### src/rtl/rgb_fade_ctrl.sv
// Three-channel level fader: walks each PWM level one LSB toward its target
// every (rate+1) frame_start pulses, then pulses done once all channels land.
module rgb_fade_ctrl #(
    parameter int WIDTH      = 8,
    parameter int RATE_WIDTH = 8
) (
    input  logic                  clk,
    input  logic                  reset,
    input  logic                  enable,
    input  logic                  frame_start,
    input  logic [RATE_WIDTH-1:0] rate,
    input  logic [WIDTH-1:0]      target0,
    input  logic [WIDTH-1:0]      target1,
    input  logic [WIDTH-1:0]      target2,
    output logic [WIDTH-1:0]      level0,
    output logic [WIDTH-1:0]      level1,
    output logic [WIDTH-1:0]      level2,
    output logic                  busy,
    output logic                  done
);

    localparam int NUM_CH = 3;

    typedef enum logic [1:0] {
        IDLE = 2'd0,
        FADE = 2'd1,
        DONE = 2'd2
    } state_t;

    state_t                r_state;
    logic [RATE_WIDTH-1:0] r_frame_cnt;
    logic [WIDTH-1:0]      r_level [NUM_CH];
    logic                  r_busy;
    logic                  r_done;

    logic [WIDTH-1:0]      w_target     [NUM_CH];
    logic [WIDTH-1:0]      w_step_level [NUM_CH];
    logic [NUM_CH-1:0]     w_mismatch;
    logic [NUM_CH-1:0]     w_step_hit;

    assign w_target[0] = target0;
    assign w_target[1] = target1;
    assign w_target[2] = target2;

    // Candidate next level per channel: one LSB toward the live target, so it
    // can never overshoot or wrap past 0 / all-ones.
    generate
        for (genvar gi = 0; gi < NUM_CH; gi++) begin : g_ch
            assign w_step_level[gi] =
                (r_level[gi] < w_target[gi]) ? r_level[gi] + WIDTH'(1) :
                (r_level[gi] > w_target[gi]) ? r_level[gi] - WIDTH'(1) :
                                               r_level[gi];
            assign w_mismatch[gi] = (r_level[gi] != w_target[gi]);
            assign w_step_hit[gi] = (w_step_level[gi] == w_target[gi]);
        end
    endgenerate

    always_ff @(posedge clk) begin
        if (!reset) begin
            r_state     <= IDLE;
            r_frame_cnt <= '0;
            r_busy      <= 1'b0;
            r_done      <= 1'b0;
            for (int i = 0; i < NUM_CH; i++) begin
                r_level[i] <= '0;
            end
        end else begin
            r_done <= 1'b0;
            case (r_state)
                IDLE: begin
                    // frame_start on the entry edge is deliberately not counted
                    if (enable && (|w_mismatch)) begin
                        r_state     <= FADE;
                        r_frame_cnt <= rate;
                        r_busy      <= 1'b1;
                    end
                end
                FADE: begin
                    if (!enable) begin
                        r_state <= IDLE;
                        r_busy  <= 1'b0;
                    end else if (frame_start) begin
                        if (r_frame_cnt != '0) begin
                            r_frame_cnt <= r_frame_cnt - RATE_WIDTH'(1);
                        end else begin
                            r_frame_cnt <= rate;
                            for (int i = 0; i < NUM_CH; i++) begin
                                r_level[i] <= w_step_level[i];
                            end
                            if (&w_step_hit) begin
                                r_state <= DONE;
                                r_busy  <= 1'b0;
                                r_done  <= 1'b1;
                            end
                        end
                    end
                end
                DONE: begin
                    r_state <= IDLE;
                end
                default: begin
                    r_state <= IDLE;
                    r_busy  <= 1'b0;
                end
            endcase
        end
    end

    assign level0 = r_level[0];
    assign level1 = r_level[1];
    assign level2 = r_level[2];
    assign busy   = r_busy;
    assign done   = r_done;

endmodule

### config.mk
export PLATFORM = sky130hd
export DESIGN_NAME = rgb_fade_ctrl
export DESIGN_NICKNAME = d
export VERILOG_FILES = /design/src/rtl/rgb_fade_ctrl.sv
export SDC_FILE = /design/constraint.sdc
export NUM_CORES = 1
export LEC_CHECK = 0
export CORE_ASPECT_RATIO = 0.75
export CORE_MARGIN = 2
export CORE_UTILIZATION = 51
export CTS_CLUSTER_DIAMETER = 200
export DETAILED_ROUTE_END_ITERATION = 12
export PLACE_DENSITY = 0.86
export SETUP_SLACK_MARGIN = 0.02
export SYNTH_ARGS = -nofsm -noshare
export SYNTH_HDL_FRONTEND = slang
export SYNTH_SLANG_ARGS = --single-unit
### constraint.sdc
create_clock -name clk -period 3.56 [get_ports clk]
set_input_delay 0.534 -clock clk [delete_from_list [all_inputs] [get_ports clk]]
set_output_delay 0.534 -clock clk [all_outputs]
set_load 0.05 [all_outputs]
# After elaboration in Yosys (flattened, before gate mapping)
# Memory sizes are Yosys's and may differ from the RTL's.
# Cells that the tools add are included.
[totals]
regBits = 12
ram_bits = 24
inputBits = 36
output_inout_bits = 26
wordCells = 84
memories = 1
[op_classes]
add_sub_neg = 7
magnitude_cmp = 6
eq_ne = 14
mux = 34
bitwise_logic = 8
n_reduce_logical = 10
[memory_table]
columns = ["name", "words", "word_bits", "read_ports", "rd_ports_with_merged_regs", "write_ports", "line_no", "source"]
rows = [
  ["r_level", 3, 8, 3, 0, 3, "32", "logic [WIDTH-1:0] r_level [NUM_CH];"],
]
[ops]
columns = ["op", "n"]
rows = [
  ["8-bit two-way mux", 13],
  ["8-bit by 1-bit subtractor with 8-bit output, second input constant", 4],
  ["8-bit by 1-bit adder with 8-bit output, second input constant", 3],
  ["8-bit == test", 3],
  ["8-bit greater-than comparator", 3],
  ["8-bit < comparator", 3],
  ["8-bit inequality test", 3],
  ["8-bit case mux with 2 select lines", 1],
  ["1-bit two-way mux", 13],
  ["2-bit two-way mux", 5],
  ["3-bit inequality test, second input constant", 3],
  ["4-bit AND reduction", 2],
  ["8-bit nonzero test", 1],
  ["2-bit inequality test, second input constant", 3],
  ["1-bit NOT", 5],
  ["5-bit AND reduction", 1],
  ["5-bit OR reduction", 1],
  ["2-bit case mux with 2 select lines", 1],
  ["1-bit OR", 3],
  ["1-bit case mux with 3 select lines", 1],
  ["3-bit AND reduction", 1],
  ["3-bit OR reduction", 1],
  ["2-bit by 1-bit == test with 1-bit output, second input constant", 1],
  ["2-bit == test, second input constant", 1],
  ["3 further kinds", 3],
]

# Longest topological paths before layout
# Gate-level depths: netlist (run 1).
[depth]
ltp_word = 10
ltp_mapped = 13
depth_no_buf = 11

# Worst setup path before layout (run 1)
# No wires, ideal clock.
[synth_path]
kind = "reg2reg"
startpoint = "memory r_level[2][1], in the netlist r_level[0][17]"
endpoint = "register r_busy, in the netlist busy"
setup_time_ns = 0.146
arrival_ns = 3.385
required_time_ns = 3.414
slack_ns = 0.029
path_stages_with_launch = 11
n_path_buf = 0
period_less_slack_ns = 3.531
cell_sequence = "edfxtp_1 ha_1 nor2b_1 o211ai_1 a21o_1 nand2_1 mux2i_1 mux2_2 or4bb_2 nor4_2 a41oi_1"
[synth_rtl]
columns = ["item", "line_no", "source"]
rows = [
  ["start: declaration", "32", ""],
  ["end signal: assignment", "62", "r_busy <= 1'b0;"],
  ["end signal: assignment", "75", "r_busy <= 1'b1;"],
  ["end signal: assignment", "81", "r_busy <= 1'b0;"],
  ["end: declaration", "33", "logic r_busy;"],
]

# Final worst setup path (run 1)
[layout_path]
startpoint = "input target2[6]"
endpoint = "register r_busy, in the netlist busy"
[layout_via]
elab_chain_cells = 7
elab_cells_between_ends = 12
classes_between = "order compare: 2; eq/ne: 4; mux: 2; reduce/logical: 4"
[layout_lines]
columns = ["item", "line_no", "source"]
rows = [
  ["start: declaration", "14", "input logic [WIDTH-1:0] target2,"],
  ["8-bit greater-than comparator", "51", "(r_level[gi] > w_target[gi]) ? r_level[gi] - WIDTH'(1) :"],
  ["8-bit two-way mux", "51", ""],
  ["8-bit two-way mux", "50", "(r_level[gi] < w_target[gi]) ? r_level[gi] + WIDTH'(1) :"],
  ["8-bit == test", "54", "assign w_step_hit[gi] = (w_step_level[gi] == w_target[gi]);"],
  ["3-bit AND reduction", "90", "if (&w_step_hit) begin"],
  ["3-bit inequality test (no source line)", "--", ""],
  ["5-bit AND reduction (no source line) *", "--", ""],
  ["end signal: assignment", "62", ""],
  ["end signal: assignment", "92", "r_busy <= 1'b0;"],
  ["end signal: assignment", "103", "r_busy <= 1'b0;"],
]
# Every way passes the cells marked *; elsewhere a longest branch is shown, timed or not.
# A chain may end at the register's enable or synchronous reset.

==> impl_metrics.toml, run 1 <==
[outcome]
status = "completed"

[timing]
relSlewSlack_pct = 53.2
tightest_slew_ps = 695
fin_hold_ws_ps = 496
slew_viol_final = 0
period_share_pct = 97.6
timing.fmax_mhz = 288
setup_slack_ps = 85.8
tns_ps = 0
final.min_clock_period_ps = 3470
clock_skew_ps = 8.96
final_hold_viol_count = 0
setup_viol = 0

[synth]
ys_seq_area_share_pct = 20.9
yosysTopAreaCell = "edfxtp_1"
syn_inst = 587
post-synth-top-count-cell = "nor2_1"
synth_seq_cells = 36
syn_nets = 655
synth.avg_cell_area_um2 = 7.82
synth_top_cell_area_share_pct = 15.7
synth.area.top_cells = "edfxtp_1 (16%), ha_1 (8.7%), nor2_1 (5.6%), dfxtp_1 (5.2%), a21oi_1 (5.0%)"
synth-edff-count = 24
synthTopCellsByCount = "nor2_1 (68), nand2_1 (47), a21oi_1 (46), inv_1 (38), ha_1 (32)"
synthArstFlopShare_pct = 0
yosys_warnings = 0
synth_cell_types = 85
synthFlopType = "edfxtp_1"
synth_area_um2 = 4590

[worst_setup_path]
cp-end-kind = "register"
cp.arrival_ps = 3640
path_max_fanout = 2
start_kind = "input port"
cp_data_required_time_ps = 3720
criticalPathCategory = "in2reg"

[final_layout]
drive_gt1_share_pct = 35.1
areaGrowthSynthToFinish_pct = 55.4
multi_input_area_um2 = 3820
seq_area_um2 = 961
antennaDiodeCount = 0
nets = 864
final_util_pct = 83.0
final_cells = 905
nFillCells = 524
final_area_um2 = 7140

[global_routing]
antenna_found_initial = 0
grt_pass1_wl_um = 27800
grt_max_degree = 25
overflow = 0
grt_pass1_vias = 5518
grt_use_total_pct = 35.9

[routing]
drt_first_pass_iters = 6
drt-vias-per-instance = 6.47
drcViolationCount = 0
wl_per_cell_um = 20.9
drtIter0Drc = 866
ant_nets = 0
routed_wl_um = 18900
num_vias = 5857

[placed_design]
portBuffers = 61
dpl.cell_count = 877
gp_congestion = 1.06
placed_cell_area_um2 = 6300
place_ws_ps = -486
dpl.hpwl_um = 13800

[clock_tree]
ctsRootBufferMaster = "clkbuf_16"
cts_tree = "yes"
hold_buffers = 0
cts_buffers = 5
insertion_delay_ps = 290
clockBufferDepth = 2
cts.clk_slew.worst_paths_ps = 60
h-tree-depth = 2
cts_num_sinks = 36

[floorplanning]
die_h_um = 86.2
core_um2 = 8600
die_w_um = 114
pin_count = 62
initial_core_util_pct = 53.4
rows = 29
die_area_um2 = 9790

[pwr]
total_power_mw = 1.86
comb_power_share_pct = 46.1
vdd_drop_max_mv = 0.265
seqPwrFrac_pct = 27.1
power.switching_mw = 0.695
p_int_mw = 1.16
leakage_nw = 3.10
switching_share_pct = 37.4
power.clock.fraction_pct = 26.8
p_per_area_nw_per_um2 = 261

[run]
drv_cap = 0

[hold_path]
hp-class = "reg2reg"
[sequential cells by signal (all words and copies together) (netlist names)]
register	cells
done	1
r_frame_cnt	8
r_state	2
busy	1
r_level	24
[final cells by class]
type | count | area share [%]
tap | 108 | 1.89
inverter | 38 | 2.00
sequential | 36 | 13.5
clock inverter | 2 | 0.158
clock buffer | 6 | 2.10
timing repair buffer | 226 | 26.8
multi-input combinational | 489 | 53.5
[what timing repair did]
item | 4_1_cts | 5_1_grt
buffers inserted | 13 | 7
gates resized for setup | 25 | 89
endpoints found under the setup margin | 2 | 4
pin swaps | 10 | 34
[routing by layer]
layer | wire (µm) | track usage [%] | vias up
li1 | - | - | 2622
met2 | 8430 | 57.9 | 450
met3 | 2130 | 7.06 | 94
met1 | 7800 | 49.7 | 2691
met5 | 0 | 0 | -
met4 | 572 | 9.09 | 0
[power by group through the flow]
stage	sequential (mW)	clock, mW	combinational [mW]
6_report	0.503	0.499	0.858
5_1_grt	0.505	0.514	0.907
4_1_cts	0.499	0.499	0.779
3_5_place_dp	0.506	0	0.738
3_3_place_gp	0.505	0	0.725
2_1_floorplan	0.553	0	0.372
[layout by cell type (no fill, tap or decap), types with 4 or more instances in the layout]
| cell | count |
|---|---|
| buf_4 | 164 |
| nor2_1 | 64 |
| nand2_1 | 47 |
| clkdlybuf4s50_1 | 39 |
| a21oi_1 | 36 |
| o21ai_0 | 24 |
| edfxtp_1 | 24 |
| dlymetal6s2s_1 | 22 |
| inv_1 | 21 |
| xor2_1 | 21 |
| xnor2_1 | 19 |
| ha_4 | 18 |
| inv_2 | 17 |
| nor3_1 | 17 |
| nand3_1 | 16 |
| nand4_1 | 14 |
| ha_1 | 14 |
| dfxtp_1 | 12 |
| and3_1 | 10 |
| a31oi_1 | 9 |
| nor2b_1 | 8 |
| a21oi_2 | 7 |
| o211ai_1 | 7 |
| nor4_1 | 6 |
| or3_1 | 6 |
| a211oi_1 | 6 |
| o211a_1 | 6 |
| clkbuf_16 | 6 |
| mux2i_1 | 5 |
| nor2_4 | 4 |
| or2_2 | 4 |
| a21o_1 | 4 |
| mux2_2 | 4 |
| a32oi_1 | 4 |
| a211o_1 | 4 |
[worst max-delay path, cell delays in order]
cell	delay [ps]
clkdlybuf4s50_1	490
inv_2	60
ha_4	260
nand4_1	160
nor2_2	210
nor4_4	60
xor2_1	200
nor3_2	90
or4_1	520
or4b_4	560
nor4_4	330
a41oi_2	160
[kinds of logic (layout without fill, tap and decap cells)]
family                     after synthesis  in the layout  share of synthesized area (%)
AOI/OAI and AO/OA                      169            169                           25.5
xor gates and xnor gates                44             44                           9.02
adders and majority gates               32             32                           8.72
buffers and inverters                   62            272                           6.18
DFF                                     36             36                           20.9
muxes                                   11             11                           2.53
and+or+nand+nor                        233            233                           27.1
[path summary, 6_finish.rpt]
path	start	endpoint	slack (ps)	cells after the start
worst min register to register	r_frame_cnt[3]	r_frame_cnt[3]	500	2
worst max register to register	r_level[0][7]	busy	120	14
worst min-delay path	r_frame_cnt[3]	r_frame_cnt[3]	500	2
worst max-delay path	target2[6]	busy	90	12
No activity file was read; power rests on OpenSTA's default activity.
==> run 2, diff against run 1 <==
--- a/config.mk
+++ b/config.mk
@@ -12,6 +12,7 @@
 export DETAILED_ROUTE_END_ITERATION = 12
 export PLACE_DENSITY = 0.86
 export SETUP_SLACK_MARGIN = 0.02
+export SKIP_LAST_GASP = 1
 export SYNTH_ARGS = -nofsm -noshare
 export SYNTH_HDL_FRONTEND = slang
 export SYNTH_SLANG_ARGS = --single-unit
==> results of run 2 <==
The final DEF is identical to that of run 1; final timing and power are the same.
